==> config.mk <==
export PLATFORM = sky130hd
export DESIGN_NAME = fdiv_mant_seq
export DESIGN_NICKNAME = d
export VERILOG_FILES = /design/src/rtl/fdiv_mant_seq.sv
export SDC_FILE = /design/constraint.sdc
export NUM_CORES = 1
export LEC_CHECK = 0
export ABC_AREA = 1
export CAP_MARGIN = 20
export CORE_AREA = 10 10 144 179
export DETAILED_ROUTE_END_ITERATION = 10
export DIE_AREA = 0 0 154 189
export PLACE_DENSITY = 0.71
export REMOVE_ABC_BUFFERS = 1
export SYNTH_ARGS = -nofsm -noshare
export SYNTH_HDL_FRONTEND = slang
export SYNTH_SLANG_ARGS = --single-unit
==> constraint.sdc <==
create_clock -name clk -period 6.1 [get_ports clk]
set_clock_uncertainty 0.15 [all_clocks]
set_input_delay 1.22 -clock clk [delete_from_list [all_inputs] [get_ports clk]]
set_output_delay 1.22 -clock clk [all_outputs]
set_load 0.01 [all_outputs]
==> src/rtl/fdiv_mant_seq.sv <==
// Sequential restoring divider for floating-point mantissas.
// Normalizes both operands, runs WIDTH+1 restoring steps, then renormalizes the quotient.
module fdiv_mant_seq #(
  parameter int WIDTH       = 24,
  parameter int WIDTH_LOG_2 = 5
) (
  input  logic                   clk,
  input  logic                   rst,
  input  logic                   flush,
  input  logic                   in_valid,
  output logic                   in_ready,
  input  logic [WIDTH-1:0]       a_mant,
  input  logic [WIDTH-1:0]       b_mant,
  output logic                   out_valid,
  input  logic                   out_ready,
  output logic [WIDTH-1:0]       q_mant,
  output logic                   q_sticky,
  output logic [WIDTH_LOG_2+1:0] exp_adj,
  output logic                   div_zero,
  output logic                   q_zero
);

  localparam int CW = $clog2(WIDTH + 1);

  typedef enum logic [2:0] {IDLE, NORM, DIV, POST, DONE} state_t;

  // Count of leading zeros: 0 when the MSB is set, WIDTH-1 when only bit 0 is set.
  function automatic logic [WIDTH_LOG_2-1:0] lzc(input logic [WIDTH-1:0] v);
    logic [WIDTH_LOG_2-1:0] n;
    n = '0;
    for (int i = 0; i < WIDTH; i++)
      if (v[i]) n = WIDTH_LOG_2'(WIDTH - 1 - i);
    return n;
  endfunction

  state_t                 state_q, state_d;
  logic [WIDTH-1:0]       a_q, a_d, b_q, b_d;
  logic [WIDTH:0]         rem_q, rem_d, quo_q, quo_d;
  logic [CW-1:0]          cnt_q, cnt_d;
  logic [WIDTH_LOG_2-1:0] lz_a_q, lz_a_d, lz_b_q, lz_b_d;
  logic                   in_ready_q, in_ready_d, out_valid_q, out_valid_d;
  logic [WIDTH-1:0]       q_mant_q, q_mant_d;
  logic                   q_sticky_q, q_sticky_d, div_zero_q, div_zero_d, q_zero_q, q_zero_d;
  logic [WIDTH_LOG_2+1:0] exp_adj_q, exp_adj_d;

  logic [WIDTH_LOG_2-1:0] lz_a_c, lz_b_c;
  logic [WIDTH:0]         rem_sel;
  logic                   ge;
  logic [WIDTH_LOG_2+1:0] ediff;

  always_comb begin
    state_d    = state_q;
    a_d        = a_q;
    b_d        = b_q;
    rem_d      = rem_q;
    quo_d      = quo_q;
    cnt_d      = cnt_q;
    lz_a_d     = lz_a_q;
    lz_b_d     = lz_b_q;
    q_mant_d   = q_mant_q;
    q_sticky_d = q_sticky_q;
    exp_adj_d  = exp_adj_q;
    div_zero_d = div_zero_q;
    q_zero_d   = q_zero_q;

    lz_a_c  = lzc(a_q);
    lz_b_c  = lzc(b_q);
    ge      = (rem_q >= {1'b0, b_q});
    rem_sel = ge ? (rem_q - {1'b0, b_q}) : rem_q;
    ediff   = {2'b00, lz_b_q} - {2'b00, lz_a_q};

    if (flush) begin
      state_d = IDLE;
    end else begin
      case (state_q)
        IDLE: begin
          if (in_valid) begin
            a_d     = a_mant;
            b_d     = b_mant;
            state_d = NORM;
          end
        end
        NORM: begin
          lz_a_d = lz_a_c;
          lz_b_d = lz_b_c;
          if (b_q == '0 || a_q == '0) begin
            div_zero_d = (b_q == '0);
            q_zero_d   = (b_q != '0);
            q_mant_d   = '0;
            q_sticky_d = 1'b0;
            exp_adj_d  = '0;
            state_d    = DONE;
          end else begin
            rem_d   = {1'b0, a_q << lz_a_c};
            b_d     = b_q << lz_b_c;
            quo_d   = '0;
            cnt_d   = '0;
            state_d = DIV;
          end
        end
        DIV: begin
          rem_d = {rem_sel[WIDTH-1:0], 1'b0};
          quo_d = {quo_q[WIDTH-1:0], ge};
          cnt_d = cnt_q + CW'(1);
          if (cnt_q == CW'(WIDTH)) state_d = POST;
        end
        POST: begin
          // A leading 1 at weight 2^0 means the quotient is already in [1,2).
          if (quo_q[WIDTH]) begin
            q_mant_d   = quo_q[WIDTH:1];
            q_sticky_d = quo_q[0] | (rem_q != '0);
            exp_adj_d  = ediff;
          end else begin
            q_mant_d   = quo_q[WIDTH-1:0];
            q_sticky_d = (rem_q != '0);
            exp_adj_d  = ediff - 1'b1;
          end
          div_zero_d = 1'b0;
          q_zero_d   = 1'b0;
          state_d    = DONE;
        end
        DONE: begin
          if (out_ready) state_d = IDLE;
        end
        default: state_d = IDLE;
      endcase
    end

    in_ready_d  = (state_d == IDLE);
    out_valid_d = (state_d == DONE);
  end

  always_ff @(posedge clk) begin
    if (rst) begin
      state_q     <= IDLE;
      a_q         <= '0;
      b_q         <= '0;
      rem_q       <= '0;
      quo_q       <= '0;
      cnt_q       <= '0;
      lz_a_q      <= '0;
      lz_b_q      <= '0;
      in_ready_q  <= 1'b1;
      out_valid_q <= 1'b0;
      q_mant_q    <= '0;
      q_sticky_q  <= 1'b0;
      exp_adj_q   <= '0;
      div_zero_q  <= 1'b0;
      q_zero_q    <= 1'b0;
    end else begin
      state_q     <= state_d;
      a_q         <= a_d;
      b_q         <= b_d;
      rem_q       <= rem_d;
      quo_q       <= quo_d;
      cnt_q       <= cnt_d;
      lz_a_q      <= lz_a_d;
      lz_b_q      <= lz_b_d;
      in_ready_q  <= in_ready_d;
      out_valid_q <= out_valid_d;
      q_mant_q    <= q_mant_d;
      q_sticky_q  <= q_sticky_d;
      exp_adj_q   <= exp_adj_d;
      div_zero_q  <= div_zero_d;
      q_zero_q    <= q_zero_d;
    end
  end

  assign in_ready  = in_ready_q;
  assign out_valid = out_valid_q;
  assign q_mant    = q_mant_q;
  assign q_sticky  = q_sticky_q;
  assign exp_adj   = exp_adj_q;
  assign div_zero  = div_zero_q;
  assign q_zero    = q_zero_q;

endmodule

# Word-level counts from Yosys, hierarchy flattened

Index checks and enable logic that the tools add are counted.

Muxes and demuxes: 77
Eq/ne operators: 9
$add $sub $neg: 4
Reduce and logical (&&, ||, !) cells: 15
Shift-type cells: 2
Bitwise gates (word level): 2
$lt $le $gt $ge: 1

Operators by type and width:

| cell                  | count |
|---|---|
| $mux W5               | 49 |
| $mux W24              | 5 |
| $pmux W25 S2          | 2 |
| $pmux W24 S2          | 2 |
| $mux W25              | 2 |
| $logic_not A24 Y1     | 2 |
| $shl A24 B5 Y24       | 2 |
| $ge A25 B24 Y1        | 1 |
| $reduce_bool A25 Y1   | 1 |
| $reduce_bool A24 Y1   | 1 |
| $sub A24 B24 Y24      | 1 |
| $mux W3               | 5 |
| $pmux W3 S5           | 1 |
| $mux W7               | 2 |
| $pmux W7 S2           | 1 |
| $pmux W5 S2           | 1 |
| $reduce_and A3 Y1     | 3 |
| $sub A6 B2 Y7 const B | 1 |
| $eq A3 B2 Y1 const B  | 2 |
| $eq A3 B3 Y1 const B  | 2 |
| $logic_not A3 Y1      | 2 |
| $ne A2 B2 Y1 const B  | 3 |
| $pmux W1 S2           | 3 |
| $reduce_bool A2 Y1    | 3 |
| other kinds (10)      | 13 |

Register bits after elaboration: 152
Bits of input ports: 53
Output and inout port bits: 36

# Longest topological paths before layout

Depth in word-level cells: 27
Depth in mapped cells: 34

# Worst setup path before layout

Ideal clock, no wire load.

Path kind: reg-to-reg
Start: reg rem_q[0]
End: reg rem_q[23]
Required time: 5.833 ns
Stages on the path, launching flop included: 17
Arrival time: 2.597 ns
Path slack: 3.235 ns
Path through: dfxtp_1 > inv_1 > ha_1 > fa_1 > o21ai_1 > a21oi_1 > o21ai_2 > a21oi_1 > o21ai_1 > a21boi_1 > o21ai_1 > a21boi_1 > o21ai_1 > xnor2_1 > a21oi_1 > o221ai_1 > inv_1

Cells in the longest elaborated chain, start to end: 3
Elaborated cells on any way between the ends: 4
Classes of those cells: add/sub (1); order compare (1); mux (2)

RTL lines:

| element                                                   | line   | source |
|---|---|---|
| start, declared                                           | 38     | `logic [WIDTH:0] rem_q, rem_d, quo_q, quo_d;` |
| start signal, assigned                                    | 154    | `rem_q <= rem_d;` |
| $sub A24 B24 Y24 / $ge A25 B24 Y1 (equally long branches) | 69, 68 |  |
| $mux W24 (*)                                              | 69     | `rem_sel = ge ? (rem_q - {1'b0, b_q}) : rem_q;` |
| $pmux W25 S2 (*)                                          | 75     | `case (state_q)` |

Mark *: on every way between the ends. The rest lies on a longest branch, timed or not.
A chain may end at the register's enable or synchronous reset.

# Worst setup path in the final report

Start: reg b_q[5]
End: reg rem_q[24]

Cells in the longest elaborated chain, start to end: 4
Elaborated cells on any way between the ends: 8
Classes of those cells: add/sub (1); order compare (1); eq/ne (1); mux (2); reduce/logical (3)

RTL lines:

| element                                                  | line | source |
|---|---|---|
| start, declared                                          | 37   | `logic [WIDTH-1:0] a_q, a_d, b_q, b_d;` |
| start signal, assigned                                   | 137  | `b_q <= '0;` |
| start signal, assigned                                   | 153  | `b_q <= b_d;` |
| branches (longest 4 deep; another with $sub A24 B24 Y24) | n/a  |  |

Several ways; the timed one is not identified.

==> impl_metrics.csv <==
group,metric,value,unit
run_status,outcome,"completed",
yosys,synthFlopType,"dfxtp_1",
clock_tree,post-cts-setup-buffers,0,
worst_setup_path,critPathLaunchType,"flip-flop",
yosys,netlist_top_cells_count,"nand2_1 (402), nand3_1 (216), a21oi_1 (200), dfxtp_1 (152), inv_1 (134)",
yosys,synthTopCellsByArea,"dfxtp_1 (30%), nand2_1 (15%), nand3_1 (11%)",
global_routing,grtUsageTotal,19.9,%
layout,n_fill_cell,2298,
place,dp_cells,1927,
layout,fin_cells,1961,
floorplan,core,22200,um2
global_routing,grt_max_degree,79,
power_and_ir_drop,pwr-share-clk,32.6,%
clock_tree,clkTransAtPathRegs,0.07,ns
yosys,ys_async_sr_fraction,0,%
clock_tree,worstSkewPairLatency,0.43,ns
floorplan,initial_core_util,46.3,%
yosys,yosysUniqueCellTypes,48,
drt,ant_nets,0,
yosys,synthDominantCellAreaShare,29.6,%
power_and_ir_drop,p_per_area,290,nW/um2
drt,vias,11000,
yosys,yosysWarnings,0,
power_and_ir_drop,combPwrFrac,36.3,%
worst_setup_path,path_class,"reg -> reg",
yosys,synth-simple-area-share,33.5,%
clock_tree,clock_path_buffers,2,
yosys,synth-compound-area-share,21.0,%
floorplan,num_rows,61,
power_and_ir_drop,internal_power,2.10,mW
flow_run,cap_violations,0,
place,port_buffers,88,
layout,seq_area,3040,um2
yosys,synth_fa_ha_area_share,4.28,%
hold_path,hold_class,"reg -> reg",
power_and_ir_drop,pwr-share-seq,31.1,%
timing,slew_headroom,32.7,%
timing,worstMarginPinSlew,1.01,ns
place,dpl.hpwl,21600,um
global_routing,antenna_found_initial,0,
yosys,synth_edf_count,0,
timing,rsz0062_at_grt,"no",
timing,setup_violations,0,
power_and_ir_drop,irDropWorstVdd,0.000208,V
worst_setup_path,cp.arrival,3.93,ns
power_and_ir_drop,sw_frac_of_total,39.0,%
global_routing,grt_pass1_wl,50000,um
yosys,syn_area,10300,um2
drt,routed_wl,29700,um
layout,multiInputGateArea,6300,um2
layout,antennaDiodeCount,0,
timing,post-route-period-util,62.4,%
timing,slew_viol_final,0,
drt,dr.pass1.iters,6,
yosys,ys_seq_area_share,29.6,%
timing,min_period,3.81,ns
clock_tree,clock-sinks,152,
layout,nNetsFinal,1752,
timing,clock.fmax,0.263,GHz
yosys,synth_top_family_by_area,"simple AND/OR/NAND/NOR gates",
clock_tree,root_buffer,"clkbuf_16",
floorplan,die_area,29100,um2
floorplan,die_w,154,um
timing,fin_setup_tns,0,ns
drt,wl_per_cell,15.1,um
clock_tree,htreeDepth,4,
worst_setup_path,required,6.22,ns
yosys,avgSynthCellArea,6.30,um2
drt,via_per_inst,5.58,
yosys,synth.most_common_cell,"nand2_1",
layout,layout-drive-gt1-share,5.96,%
worst_setup_path,crit_path_end_kind,"flip-flop",
floorplan,fp.dieH,189,um
worst_setup_path,crit_fanout,37,
clock_tree,numCtsBuffers,17,
yosys,synth_top_cell_by_area,"dfxtp_1",
yosys,synth_seq_cells,152,
global_routing,overflow,0,
clock_tree,cts_tree,"built",
yosys,synth_xor_area_share,2.38,%
global_routing,grt_pass1_vias,10700,
clock_tree,cts-resized-gates,0,
drt,drcViolationCount,0,
clock_tree,hold_buffers,0,
timing,final_hold_viol_count,0,
layout,area_growth,15.3,%
place,place.gp.congestion,0.929,
power_and_ir_drop,power.switching,1.34,mW
yosys,syn_inst,1632,
yosys,synthMuxAreaShare,0,%
drt,drtIter0Drc,728,
floorplan,io_pins,89,
power_and_ir_drop,p_leak,5.15,nW
## final timing paths
kind	startpoint	end	slack, ns	depth (start not counted)
setup / recovery	b_q[5]	rem_q[24]	2.29	12
hold / removal	q_mant[19]	q_mant[19]	0.31	2
setup reg to reg	b_q[5]	rem_q[24]	2.29	12
hold reg to reg	q_mant[19]	q_mant[19]	0.31	2
## through the flow
stage               total power, mW  instance area (um2)  setup slack (ns)  hold slack, ns  utilization, %
CTS                            3.43                11800              2.34           0.314            53.3
finish                         3.44                11900              2.29           0.310            53.4
floorplan                      1.98                 9890              2.31           0.298               -
detailed placement             2.31                11200              1.99           0.303            50.5
global placement               2.31                11200              2.06           0.299            50.5
global route                   3.66                11900              1.95           0.326            53.4
## cell type report
class | count | area share (%)
multi-input combinational | 1245 | 53.1
sequential | 152 | 25.6
timing repair buffer | 102 | 8.47
inverter | 147 | 4.65
clock buffer | 19 | 3.65
tap | 283 | 2.98
clock inverter | 13 | 1.54
## metal layers
layer  track usage, %  part of all wire [%]  vias up
met5                0                     0        -
met4             8.84                   3.3        0
met3             3.47                   5.6       79
met2             34.9                    49      336
met1             23.2                    43     4965
li1                 -                     -     5570
## registers in the layout (all words and copies together) (netlist names)
signal,count
a_q,24
b_q,24
cnt_q,5
div_zero,1
exp_adj,7
in_ready,1
lz_a_q,5
lz_b_q,5
out_valid,1
q_mant,24
q_sticky,1
q_zero,1
quo_q,25
rem_q,25
state_q,3
## placed cells by master (no fill, tap or decap), types with 4 or more instances in the layout
master / Yosys / layout
nand2_1: 402 / 402
nand3_1: 216 / 216
a21oi_1: 200 / 200
dfxtp_1: 152 / 152
inv_1: 134 / 134
o21ai_0: 111 / 111
clkdlybuf4s50_1: 0 / 87
nor2_1: 80 / 79
o211ai_1: 32 / 32
ha_1: 32 / 32
or2_2: 21 / 21
clkbuf_16: 0 / 17
nor3_1: 16 / 16
o21ai_1: 16 / 16
xnor2_1: 14 / 14
xor2_1: 14 / 14
nand4_1: 13 / 13
nor4_1: 12 / 12
buf_4: 3 / 12
nand2_2: 11 / 11
a31oi_1: 11 / 11
inv_2: 8 / 8
clkinv_1: 5 / 5
nor2_2: 4 / 5
a221oi_1: 4 / 4
a21oi_2: 4 / 4
inv_8: 0 / 4
## power by group through the flow
stage | combinational (mW) | sequential, mW | clock [mW]
after floorplan | 0.901 | 1.08 | 0
after global placement | 1.22 | 1.09 | 0
after detailed placement | 1.22 | 1.09 | 0
after CTS | 1.23 | 1.07 | 1.13
after global routing | 1.41 | 1.07 | 1.18
final | 1.25 | 1.07 | 1.12
## cell families after synthesis
family,Yosys count
and+or+nand+nor,787
AOI/OAI and AO/OA,396
xor gates and xnor gates,28
adders and majority gates,34
DFF,152
buffers and inverters,235
## worst max-delay path: stages (launching register included)
cell      delay [ns]
dfxtp_1         0.36
nor4_1          0.40
nand2_1         0.19
nor2_1          0.28
inv_1           0.12
nand3_1         0.16
nand2_1         0.07
nand2_1         0.11
clkinv_1        0.64
nand2_1         0.33
inv_1           0.47
o211ai_1        0.26
a21oi_1         0.11
No activity file was read; power rests on OpenSTA's default activity.
==> RTL change 1 (same flow settings) <==
Encoding of `state_t`: now one-hot (5 bits for 5 states).
--- a/src/rtl/fdiv_mant_seq.sv
+++ b/src/rtl/fdiv_mant_seq.sv
@@ -22,7 +22,7 @@
 
   localparam int CW = $clog2(WIDTH + 1);
 
-  typedef enum logic [2:0] {IDLE, NORM, DIV, POST, DONE} state_t;
+  typedef enum logic [4:0] {IDLE = 5'b00001, NORM = 5'b00010, DIV = 5'b00100, POST = 5'b01000, DONE = 5'b10000} state_t;
 
   // Count of leading zeros: 0 when the MSB is set, WIDTH-1 when only bit 0 is set.
   function automatic logic [WIDTH_LOG_2-1:0] lzc(input logic [WIDTH-1:0] v);
Formal check against the unedited RTL: no difference found for any inputs over 10 cycles, from zero or initial values and one cycle with rst high; not proved beyond that.
==> RTL change 1 against the original RTL <==
Routed wire length rose by 4.2%. Critical path depth rose by 6. Total power rose by 2.7%. Area after synthesis rose by 2.0%. Sequential share of layout area barely moved. Clock power fell by 5%. Design area rose by 1.1%. Die area did not move. Setup slack got worse by 0.22 ns. Sequential cell count rose by 2. Largest cell class unchanged.
==> RTL change 1: results (changes against the original RTL) <==
Detailed routing
- final wirelength: 30,880 um, +4.2%
- 1st-pass router iterations: 5, -1
- initial drt markers: 781, +7.3%
- via total after detailed routing: 11.30k, +3.2%
- drt via density: 5.627, +0.78%

Timing
- worst slew margin relative to its limit: 29.58%, -3.1 points

Pwr
- net switching share of the total power: 42.36%, +3.3 points
- reported leakage power: 5.162 nW, +0.33%

Finish
- Nets: 1,799, +2.7%
- number of filler instances in the final layout: 2,303, +0.22%
- fraction of final layout cells sized beyond drive strength 1: 4.754%, -1.2 points

Global routing
- wire length of the first global-routing pass: 51,610 um, +3.2%
- GRT Util Overall: 20.63%, +0.68 points
- maximum number of pins on one net before global-route repair: 78, -1.3%

Logic synthesis
- Cell variety after synth: 52, +8.3%
- XOR/XNOR share of the synthesized area: 2.337%, -0.047 points
- ranking of synthesized cells by instance count: sky130_fd_sc_hd__nand2_1 (422), sky130_fd_sc_hd__a21oi_1 (217), sky130_fd_sc_hd__nand3_1 (214)
- compound-cell area share of the yosys netlist: 21.60%, +0.61 points
- Adder-Cell Fraction of Synth Area: 4.197%, -0.084 points
- top cells by area in the synthesized netlist: sky130_fd_sc_hd__dfxtp_1 (29%), sky130_fd_sc_hd__nand2_1 (15%), sky130_fd_sc_hd__a21oi_1 (10%), sky130_fd_sc_hd__nand3_1 (10%), sky130_fd_sc_hd__o21ai_0 (7.2%)
- synthesized instance count: 1,685, +3.2%

Outcome
- run status: completed

Setup path
- path depth of the worst reg2reg path: 18, +6

Placed design
- worst-case setup slack after placement: 1.812 ns, -0.1751 ns
- total instance count after detailed placement: 1,976, +2.5%
- placer congestion estimate: 0.9562, +2.9%

[RTL change 1: area by class of cell]
class	count	area (um2)	area share [%]
clock buffer	19	452.9	3.774
clock inverter	13	130.1	1.084
inverter	136	513.0	4.274
multi-input combinational	1303	6502	54.18
sequential	154	3083	25.69
tap	283	354.1	2.950
timing repair buffer	100	965.9	8.048
[RTL change 1: worst paths after layout]
| path | start | to | slack [ns] |
|---|---|---|---|
| worst max-delay path | b_q[1]$_SDFFE_PP0P_ | b_q[21]$_SDFFE_PP0P_ | 2.07 |
| worst min-delay path | exp_adj[5]$_SDFFE_PP0P_ | exp_adj[5]$_SDFFE_PP0P_ | 0.31 |
| worst max register to register | b_q[1]$_SDFFE_PP0P_ | b_q[21]$_SDFFE_PP0P_ | 2.07 |
| worst min register to register | exp_adj[5]$_SDFFE_PP0P_ | exp_adj[5]$_SDFFE_PP0P_ | 0.31 |
[RTL change 1: power by group through the flow]
stage	registers [W]	logic, W	clock network (W)
after floorplan	0.00109	0.00100	0
after global placement	0.00110	0.00136	0
after detailed placement	0.00110	0.00137	0
after CTS	0.00107	0.00138	0.00108
after global routing	0.00108	0.00158	0.00111
final	0.00108	0.00140	0.00106
[RTL change 1: critical path, cell delays in order (launching register included)]
cell                       delay, ns
sky130_fd_sc_hd__dfxtp_1        0.47
sky130_fd_sc_hd__nor2_1         0.07
sky130_fd_sc_hd__inv_1          0.08
sky130_fd_sc_hd__a311oi_1       0.08
sky130_fd_sc_hd__o31ai_1        0.31
sky130_fd_sc_hd__nand2_1        0.11
sky130_fd_sc_hd__nand2_1        0.07
sky130_fd_sc_hd__nand2_1        0.06
sky130_fd_sc_hd__nand2_1        0.06
sky130_fd_sc_hd__nand2_1        0.05
sky130_fd_sc_hd__nand2_1        0.06
sky130_fd_sc_hd__nand2_1        0.56
sky130_fd_sc_hd__inv_1          0.89
sky130_fd_sc_hd__nand3_1        0.21
sky130_fd_sc_hd__nand3_1        0.18
sky130_fd_sc_hd__nand3_1        0.18
sky130_fd_sc_hd__nand2_1        0.10
sky130_fd_sc_hd__nand3_1        0.10
sky130_fd_sc_hd__a21oi_1        0.14
[RTL change 1: per-layer routing]
| metal | routed length (um) | track usage, % |
|---|---|---|
| met4 | 1062 | 8.552 |
| met3 | 1594 | 3.061 |
| met2 | 14740 | 35.40 |
| met1 | 13490 | 25.09 |
| met5 | 0 | 0 |
[RTL change 1: logic make-up after synthesis]
logic type | count (synthesis)
xor gates and xnor gates | 28
DFF | 154
adders and majority gates | 34
and+or+nand+nor | 816
buffers and inverters | 228
AOI/OAI and AO/OA | 425
==> RTL change 2 (same flow settings) <==
Without the edit above. Change the parameter `WIDTH_LOG_2` from 5 to 4.
--- a/src/rtl/fdiv_mant_seq.sv
+++ b/src/rtl/fdiv_mant_seq.sv
@@ -2,7 +2,7 @@
 // Normalizes both operands, runs WIDTH+1 restoring steps, then renormalizes the quotient.
 module fdiv_mant_seq #(
   parameter int WIDTH       = 24,
-  parameter int WIDTH_LOG_2 = 5
+  parameter int WIDTH_LOG_2 = 4
 ) (
   input  logic                   clk,
   input  logic                   rst,
Ports: changed (resized exp_adj); port bits go from 89 to 88. No check against the original RTL was run, so the function may have changed too.
==> RTL change 2 against the original RTL <==
Routed wire length down 2.6%. Setup slack worse by 0.084 ns. Count of clock-buffer cells in the layout stayed put. Total power is 6.7% lower. Critical path depth rose by 6. Design area shrank 3.2%. First-iteration DRC count grew 12%. Worst hold slack better by 0.00065 ns. Area after synthesis fell by 3.6%. Sequential cell count decreased by 3.
==> RTL change 2: results (changes against the original RTL) <==
Outcome
- run status: completed

Setup path
- arrival time of data at the critical path endpoint: 4.12 ns, +0.19 ns
- Critical Path Start: b_q[0]$_SDFFE_PP0P_
- path depth of the worst reg2reg path: 18, +6
- FF-to-FF Start: b_q[0]$_SDFFE_PP0P_
- setup slack of the most critical reg-to-reg path: 2.21 ns, -0.08 ns
- worst-path fanout max: 25, -32%
- endpoint of the most critical setup path: b_q[14]$_SDFFE_PP0P_

Pwr
- reported leakage power: 4.882 nW, -5.1%
- largest vdd supply drop: 0.1788 mV, -14%
- net switching share of the total power: 39.54%, +0.52 points

Detailed routing
- mean routed wirelength per cell: 15.38 um, +1.7%
- remaining antenna violation count after routing: 0, unchanged
- drt via density: 5.573, -0.20%
- initial drt markers: 817, +12%

Placed design
- Placed Instance Area: 10,880 um2, -2.9%
- placer congestion estimate: 1.008, +8.5%
- number of input and output port buffers inserted: 87, -1.1%
- HPWL after detailed placement: 21,050 um, -2.4%

Logic synthesis
- async set-or-reset flop fraction in the synthesized netlist: 0%, unchanged
- top cells by area in the synthesized netlist: sky130_fd_sc_hd__dfxtp_1 (30%), sky130_fd_sc_hd__nand2_1 (13%), sky130_fd_sc_hd__nand3_1 (12%), sky130_fd_sc_hd__a21oi_1 (9.1%), sky130_fd_sc_hd__inv_1 (5.3%)
- ranking of synthesized cells by instance count: sky130_fd_sc_hd__nand2_1 (331), sky130_fd_sc_hd__nand3_1 (245), sky130_fd_sc_hd__a21oi_1 (180)
- post-synthesis sequential area ratio: 30.07%, +0.50 points
- Post-synth top flop: sky130_fd_sc_hd__dfxtp_1
- Cell variety after synth: 52, +8.3%

CTS
- maximum number of buffers from clock root to sink: 2, unchanged
- TritonCTS Buffers: 17, unchanged
- H-tree levels: 4, unchanged
- Clk pin slew, worst setup/hold paths: 0.07 ns, about the same
- Worst-Skew Late Latency: 0.44 ns

Finish
- Nets: 1,667, -4.9%
- fraction of final layout cells sized beyond drive strength 1: 6.023%, +0.063 points
- Antenna Diode Count: 0, unchanged

Timing
- slew of the pin with the lowest slew margin: 1.114 ns, +0.1056 ns

Worst hold path
- Min-Delay Startpoint: q_mant[19]$_SDFFE_PP0P_

Global routing
- wire length of the first global-routing pass: 48,320 um, -3.4%
- GRT Util Overall: 19.37%, -0.57 points
- number of global-route vias before repair: 10.10k, -5.1%
- maximum number of pins on one net before global-route repair: 78, -1.3%

## RTL change 2: cell types whose count changed in the layout (fill, tap and decap cells not counted), sizes merged, moves of 4 or more
cell | before | now
o21ai | 129 | 119
nor3 | 17 | 10
a21oi | 204 | 184
nand2 | 415 | 337
nand4 | 13 | 9
nand3 | 217 | 247
o211ai | 32 | 42
## RTL change 2: kinds of logic after synthesis
| family | synth area share (%) |
|---|---|
| adder cells (fa/ha/maj) | 4.314 |
| XOR/XNOR | 2.472 |
| buffers and inverters | 9.435 |
| AO/OA/AOI/OAI | 20.88 |
| AND/OR/NAND/NOR | 32.83 |
| flip-flops | 30.07 |
## RTL change 2: through the flow
| step | std cells | hold slack [ns] | worst slack, ns | util (%) |
|---|---|---|---|---|
| after floorplan | 1462 | 0.2992 | 2.654 | - |
| after global placement | 1839 | 0.3006 | 2.295 | 48.68 |
| after detailed placement | 1842 | 0.3021 | 2.212 | 49.00 |
| after CTS | 1874 | 0.3125 | 2.314 | 51.50 |
| after global routing | 1877 | 0.3315 | 1.916 | 51.71 |
| final | 1877 | 0.3105 | 2.210 | 51.71 |
## RTL change 2: layout make-up
type	instances	area, um2
flip-flops and latches	149	2983
clock inverters	13	112.6
multi-input cells	1166	6006
repair buffers	100	1035
well taps	283	354.1
clock buffers	19	442.9
fillers	2270	10730
inverters	147	551.8
## RTL change 2: worst max-delay path, stage by stage (launching register included)
cell and delay, ns:
sky130_fd_sc_hd__dfxtp_1 0.47, sky130_fd_sc_hd__o21ai_0 0.13, sky130_fd_sc_hd__o211ai_1 0.16, sky130_fd_sc_hd__nand3_1 0.10, sky130_fd_sc_hd__nand2_1 0.07, sky130_fd_sc_hd__nand2_1 0.06, sky130_fd_sc_hd__nand2_1 0.06, sky130_fd_sc_hd__nand2_1 0.05
sky130_fd_sc_hd__nand2_1 0.05, sky130_fd_sc_hd__nand2_1 0.07, sky130_fd_sc_hd__nand3_1 0.07, sky130_fd_sc_hd__nand3_1 0.72, sky130_fd_sc_hd__inv_1 0.93, sky130_fd_sc_hd__nand3_1 0.21, sky130_fd_sc_hd__nand3_1 0.16, sky130_fd_sc_hd__nand3_1 0.13
sky130_fd_sc_hd__nand3_1 0.13, sky130_fd_sc_hd__nand2_1 0.06, sky130_fd_sc_hd__inv_1 0.04
## RTL change 2: power groups by stage
stage                     registers (W)  clock network, W  logic, W
final                           0.00104           0.00101   0.00116
after global routing            0.00105           0.00106   0.00131
after CTS                       0.00104           0.00102   0.00114
after detailed placement        0.00106                 0   0.00112
after global placement          0.00106                 0   0.00111
after floorplan                 0.00105                 0  0.000836
## RTL change 2: per-layer routing
metal	up-vias	GRT usage, %	routed length, um
li1	5317	-	-
met4	0	7.969	896
met3	62	2.676	1439
met2	307	33.85	13980
met5	-	0	0
met1	4774	23.19	12560
